==> config.mk <==
export PLATFORM = sky130hd
export DESIGN_NAME = mouse_decoder
export DESIGN_NICKNAME = d
export VERILOG_FILES = /design/src/rtl/mouse_pkg.sv /design/src/rtl/mouse_decoder_ps2_rx.sv /design/src/rtl/mouse_decoder.sv
export SDC_FILE = /design/constraint.sdc
export NUM_CORES = 1
export LEC_CHECK = 0
export CAP_MARGIN = 30
export CORE_UTILIZATION = 24
export DETAILED_ROUTE_END_ITERATION = 8
export PLACE_DENSITY = 0.5
export SLEW_MARGIN = 10
export SYNTH_ARGS = -nofsm -noshare
export SYNTH_HDL_FRONTEND = slang
export SYNTH_SLANG_ARGS = --single-unit
==> constraint.sdc <==
create_clock -name clk -period 4.6 [get_ports clk]
set_input_delay 0.92 -clock clk [delete_from_list [all_inputs] [get_ports clk]]
set_output_delay 0.92 -clock clk [all_outputs]
set_load 0.1 [all_outputs]
==> src/rtl/mouse_pkg.sv <==
// mouse_pkg: shared screen constants, receiver states, packet bit positions and motion helpers.
// MOUSE_ACCEL_EN doubles deltas larger than 15 counts before they are applied.
package mouse_pkg;
  localparam int H_RES = 640;
  localparam int V_RES = 480;
  localparam int LBTN  = 0;
  localparam int SYNC  = 3;
  localparam int XSIGN = 4;
  localparam int YSIGN = 5;
  localparam int XOVF  = 6;
  localparam int YOVF  = 7;
  typedef enum logic [1:0] {IDLE, DATA, PARITY, STOP} rx_state_t;
  typedef struct packed {
    logic yovf;
    logic xovf;
    logic ysign;
    logic xsign;
    logic lbtn;
  } hdr_t;
  function automatic logic signed [10:0] delta(input logic ovf, input logic sgn, input logic [7:0] mag);
    logic signed [10:0] d;
    d = ovf ? 11'sd0 : {{3{sgn}}, mag};
`ifdef MOUSE_ACCEL_EN
    d = (d > 11'sd15 || d < -11'sd15) ? d <<< 1 : d;
`endif
    return d;
  endfunction
  // Sum is carried in 13 bits so an accelerated move near the right edge saturates instead of wrapping.
  function automatic logic [9:0] clamp(input logic signed [12:0] v, input int mx);
    return v < 13'sd0 ? 10'd0 : v > 13'(mx) ? 10'(mx) : v[9:0];
  endfunction
endpackage

==> src/rtl/mouse_decoder_ps2_rx.sv <==
// ps2_rx: synchronizes and deglitches PS/2 clock/data, deserializes 11-bit frames with parity, stop and timeout checks.
module ps2_rx import mouse_pkg::*; #(
  parameter int FILTER_LEN  = 8,
  parameter int TIMEOUT_CYC = 100000
) (
  input  logic       clk,
  input  logic       rst,
  input  logic       ps2_clk,
  input  logic       ps2_data,
  output logic [7:0] rx_byte,
  output logic       byte_valid,
  output logic       byte_err
);
  localparam int FW = $clog2(FILTER_LEN);
  localparam int TW = $clog2(TIMEOUT_CYC + 1);
  logic [1:0] clk_s, dat_s;
  logic filt, par_ok, d, strobe, to, flip;
  logic [FW-1:0] fcnt;
  logic [TW-1:0] tcnt;
  logic [2:0] bcnt;
  rx_state_t state, nxt;
  assign d      = dat_s[1];
  assign flip   = clk_s[1] != filt && fcnt == FW'(FILTER_LEN - 1);
  assign strobe = flip && filt;
  assign to     = state != IDLE && !strobe && tcnt == TW'(TIMEOUT_CYC - 1);
  always_ff @(posedge clk or posedge rst)
    if (rst) state <= IDLE;
    else state <= nxt;
  always_comb
    nxt = to ? IDLE :
          !strobe ? state :
          state == IDLE ? (d ? IDLE : DATA) :
          state == DATA ? (bcnt == 3'd7 ? PARITY : DATA) :
          state == PARITY ? STOP : IDLE;
  always_comb begin
    byte_valid = state == STOP && strobe && d && par_ok;
    byte_err   = to || (state == STOP && strobe && !(d && par_ok));
  end
  always_ff @(posedge clk or posedge rst)
    if (rst) begin
      clk_s   <= '0;
      dat_s   <= '0;
      filt    <= 1'b0;
      fcnt    <= '0;
      tcnt    <= '0;
      bcnt    <= '0;
      par_ok  <= 1'b0;
      rx_byte <= '0;
    end else begin
      clk_s  <= {clk_s[0], ps2_clk};
      dat_s  <= {dat_s[0], ps2_data};
      fcnt   <= (clk_s[1] == filt || flip) ? '0 : fcnt + 1'b1;
      filt   <= flip ? clk_s[1] : filt;
      tcnt   <= (strobe || state == IDLE) ? '0 : tcnt + 1'b1;
      bcnt   <= state == IDLE ? 3'd0 : (state == DATA && strobe) ? bcnt + 3'd1 : bcnt;
      rx_byte <= (state == DATA && strobe) ? {d, rx_byte[7:1]} : rx_byte;
      par_ok <= (state == PARITY && strobe) ? ^{d, rx_byte} : par_ok;
    end
endmodule

==> src/rtl/mouse_decoder.sv <==
// mouse_decoder: assembles 3-byte PS/2 mouse packets into a clamped absolute cursor and left-button click.
// Build with MOUSE_ACCEL_EN to double large motion deltas.
module mouse_decoder import mouse_pkg::*; #(
  parameter int X_MAX       = H_RES - 1,
  parameter int Y_MAX       = V_RES - 1,
  parameter int X_INIT      = 320,
  parameter int Y_INIT      = 240,
  parameter int FILTER_LEN  = 8,
  parameter int TIMEOUT_CYC = 100000
) (
  input  logic       clk,
  input  logic       reset,
  input  logic       ps2_clk,
  input  logic       ps2_data,
  output logic [9:0] x,
  output logic [8:0] y,
  output logic       click,
  output logic       click_pulse,
  output logic       packet_valid,
  output logic       err
);
  logic [7:0] rx_byte, b1;
  logic rx_valid, rx_err, commit;
  logic [1:0] idx;
  hdr_t hdr;
  logic signed [10:0] dx, dy;
  logic signed [12:0] xs, ys;
  ps2_rx #(.FILTER_LEN(FILTER_LEN), .TIMEOUT_CYC(TIMEOUT_CYC)) u_rx (
    .clk(clk), .rst(reset), .ps2_clk(ps2_clk), .ps2_data(ps2_data),
    .rx_byte(rx_byte), .byte_valid(rx_valid), .byte_err(rx_err)
  );
  // Byte 2 is used straight off the receiver so the commit lands one clk after its stop strobe.
  always_comb begin
    commit = rx_valid && idx == 2'd2;
    dx = delta(hdr.xovf, hdr.xsign, b1);
    dy = delta(hdr.yovf, hdr.ysign, rx_byte);
    xs = 13'(signed'({1'b0, x})) + 13'(dx);
    ys = 13'(signed'({2'b0, y})) - 13'(dy);
  end
  always_ff @(posedge clk or posedge reset)
    if (reset) begin
      idx          <= '0;
      hdr          <= '0;
      b1           <= '0;
      x            <= 10'(X_INIT);
      y            <= 9'(Y_INIT);
      click        <= 1'b0;
      click_pulse  <= 1'b0;
      packet_valid <= 1'b0;
      err          <= 1'b0;
    end else begin
      err          <= rx_err;
      packet_valid <= commit;
      click_pulse  <= commit && !click && hdr.lbtn;
      if (rx_err) idx <= '0;
      else if (rx_valid) begin
        if (idx == 2'd0 && rx_byte[SYNC]) begin
          hdr <= '{rx_byte[YOVF], rx_byte[XOVF], rx_byte[YSIGN], rx_byte[XSIGN], rx_byte[LBTN]};
          idx <= 2'd1;
        end
        if (idx == 2'd1) begin
          b1  <= rx_byte;
          idx <= 2'd2;
        end
        if (commit) begin
          idx   <= 2'd0;
          x     <= clamp(xs, X_MAX);
          y     <= 9'(clamp(ys, Y_MAX));
          click <= hdr.lbtn;
        end
      end
    end
endmodule

==> out/qor.yml <==
cp-startpoint: "u_rx.rx_byte[0]$_DFFE_PP0P_"
dr.pass1.iters: 4
finalHoldViolCount: 0
ys_seq_area_frac: 0.450
grt_usage: 0.108
fin_ws_ns: 1.61
grt_overflow_total: 0
min-delay-path-class: "reg2reg"
clk_pin_slew_worst_paths_ns: 0.07
cts_sinks: 77
cts_buffers: 9
crit_type: "reg2reg"
drt_iter0_markers: 109
rows: 48
die_area_mm2: 0.0184
r2r_slack_ns: 1.61
vdd_drop_max_mv: 0.181
synth_area_leaders: "dfrtp_1 (41%), ha_1 (7.9%), mux2_2 (6.3%), xor2_1 (4.1%), xnor2_1 (3.9%)"
grt_max_degree: 48
drc_errors: 0
path_max_fanout: 5
syn_to_final_growth_pct: 19.8
nets: 480
cts_hold_buf: 0
synthesis.area_mm2: 0.00430
synth_most_common_cell: "dfrtp_1"
status: "completed"
port_buffers: 26
cts-root-buf: "clkbuf_16"
period_share: 0.650
arrival_ns: 3.22
setup_tns_ns: 0
synth_edf_count: 0
ys_seq_elements: 77
htreeDepth: 3
core_area_mm2: 0.0174
synthDistinctLibCells: 58
avgSynthCellArea_um2: 10.4
path_cells: "nor2b_1 -> ha_1 -> inv_1 -> fa_1 -> a21oi_1 -> o21ai_1 -> a21oi_2 -> a22oi_1 -> a21oi_1 -> mux2i_2 -> a21oi_4 -> a211o_1"
drive_above_1_share: 0.133
cp-end-kind: "register"
reg2reg_depth: 12
finalPower_w: 0.00147
finClkSkew_ns: 0.0153
fmax_mhz: 334
required_ns: 4.82
fin_crit_ns: 2.99
clk_latency_ns: 0.34
diodes: 0
ys_warn_count: 0
crit_top_cell: "a21oi_1"
netlist.area_leader.share: 0.413
rsz0062_at_grt: "false"
place.gp.congestion: 0.812
wl_per_cell_um: 13.4
crit_family: "compound AO/OA/AOI/OAI gates"
routed_via_density: 4.51
place_ws_ns: 1.59
final_cells: 677
async_flop_share: 1.00
slew_headroom: 0.339
cp_slowest_cell: "dfrtp_1"
hold_depth: 0
cp-endpoint: "y[0]$_DFFE_PP0P_"
crit_buf_inv: 1
synthTopCellsByCount: "dfrtp_1 (71), nor2_1 (32), nand2_1 (30)"
vias: 3053
yosysTopAreaCell: "dfrtp_1"
grt_pass1_wl_um: 15400
start_util: 0.247
synth_ff_type: "dfrtp_1"
hpwlAfterDp_um: 6710
die_y_um: 136
synth_fp_nets: 448
wl_um: 9050
ctsResizeCount: 0
ant_nets: 0
worstMarginPinSlew_ns: 0.988
cts_tree: "done"
post-cts-setup-buffers: 0
finalMaxSlewViolations: 0
antenna_found_initial: 0
max_stage_delay_ns: 0.45
hold_ws_ns: 0.350
grt_pass1_vias: 3155
die_w_um: 136
powerDensity_mw_per_mm2: 286
dp_cells: 661
setup_viol: 0
leakage_nw: 2.28
reg2reg_from: "u_rx.rx_byte[0]$_DFFE_PP0P_"
r2r_end: "y[0]$_DFFE_PP0P_"
cap_violations: 0
syn_inst: 415
setup.worst_path.start_class: "register"
ios: 27
cp_num_cells: 12
cts_buffer_depth: 2
==> logic make-up after synthesis <==
logic type,after synthesis,synth area share
xor+xnor,39,0.0795
mux,25,0.0661
flops,77,0.450
simple gates,129,0.154
compound gates,86,0.133
buf+inv,30,0.0294
fa+ha+maj,29,0.0879
==> flip-flops by register name, summed over array words and instances (netlist names) <==
| register | count |
|---|---|
| u_rx.tcnt | 17 |
| x | 10 |
| y | 9 |
| b1 | 8 |
| u_rx.rx_byte | 8 |
| hdr | 5 |
| u_rx.bcnt | 3 |
| u_rx.fcnt | 3 |
| idx | 2 |
| u_rx.clk_s | 2 |
| u_rx.dat_s | 2 |
| u_rx.state | 2 |
| click | 1 |
| click_pulse | 1 |
| err | 1 |
| packet_valid | 1 |
| u_rx.filt | 1 |
| u_rx.par_ok | 1 |
==> final cells by class <==
cell class | instances | area (um^2)
inverters | 22 | 83.8
fillers | 1793 | 12300
well taps | 225 | 282
clock inverters | 4 | 47.5
flip-flops and latches | 77 | 1930
multi-input cells | 308 | 2240
clock buffers | 12 | 256
repair buffers | 29 | 307
==> placed cells by master, fill, tap and decap left out, types with 3 or more instances in the layout <==
master | synthesis | layout
dfstp_2 | 6 | 6
nand2b_1 | 9 | 9
clkdlybuf4s50_1 | 0 | 26
mux2_2 | 24 | 24
and3_1 | 6 | 6
clkbuf_16 | 0 | 9
nand4_1 | 5 | 5
nor2_1 | 32 | 32
o21ai_0 | 21 | 21
a22oi_1 | 3 | 3
ha_1 | 27 | 27
nand2_1 | 30 | 30
nor2b_1 | 12 | 12
xor2_1 | 20 | 20
a221o_1 | 4 | 4
inv_1 | 21 | 20
or3_1 | 3 | 3
and2_1 | 3 | 3
xnor2_1 | 19 | 19
nand3_1 | 10 | 10
clkinv_2 | 0 | 3
a22o_1 | 3 | 3
a21oi_1 | 26 | 26
a21o_1 | 3 | 3
nor3_1 | 8 | 8
o21ai_1 | 4 | 4
dfrtp_1 | 71 | 71
==> worst min-delay path by stage <==
stage / start / to / slack (ns)
2_1_floorplan: u_rx.clk_s[0]$_DFF_PP0_ / u_rx.clk_s[1]$_DFF_PP0_ / 0.33
3_3_place_gp: u_rx.dat_s[0]$_DFF_PP0_ / u_rx.dat_s[1]$_DFF_PP0_ / 0.33
3_5_place_dp: u_rx.clk_s[0]$_DFF_PP0_ / u_rx.clk_s[1]$_DFF_PP0_ / 0.34
4_1_cts: u_rx.clk_s[0]$_DFF_PP0_ / u_rx.clk_s[1]$_DFF_PP0_ / 0.35
5_1_grt: u_rx.clk_s[0]$_DFF_PP0_ / u_rx.clk_s[1]$_DFF_PP0_ / 0.36
6_report: u_rx.dat_s[0]$_DFF_PP0_ / u_rx.dat_s[1]$_DFF_PP0_ / 0.35
==> where the power goes <==
| group | switching (W) | internal, W |
|---|---|---|
| combinational | 0.0000262 | 0.0000210 |
| clock | 0.000273 | 0.000448 |
| sequential | 0.0000110 | 0.000693 |
==> per-stage QoR <==
step           cell area (um^2)  utilization
2_1_floorplan              4300            -
3_3_place_gp               4800        0.276
3_5_place_dp               4840        0.278
4_1_cts                    5150        0.296
5_1_grt                    5150        0.296
6_report                   5150        0.296
==> routing by layer <==
layer  track usage  up-vias  part of all wire
met2         0.172       37              0.47
met4        0.0350        0            0.0084
li1              -     1515                 -
met5             0        -                 0
met1         0.139     1494              0.49
met3        0.0321        7             0.035
Power figures use the tool's default switching activity.
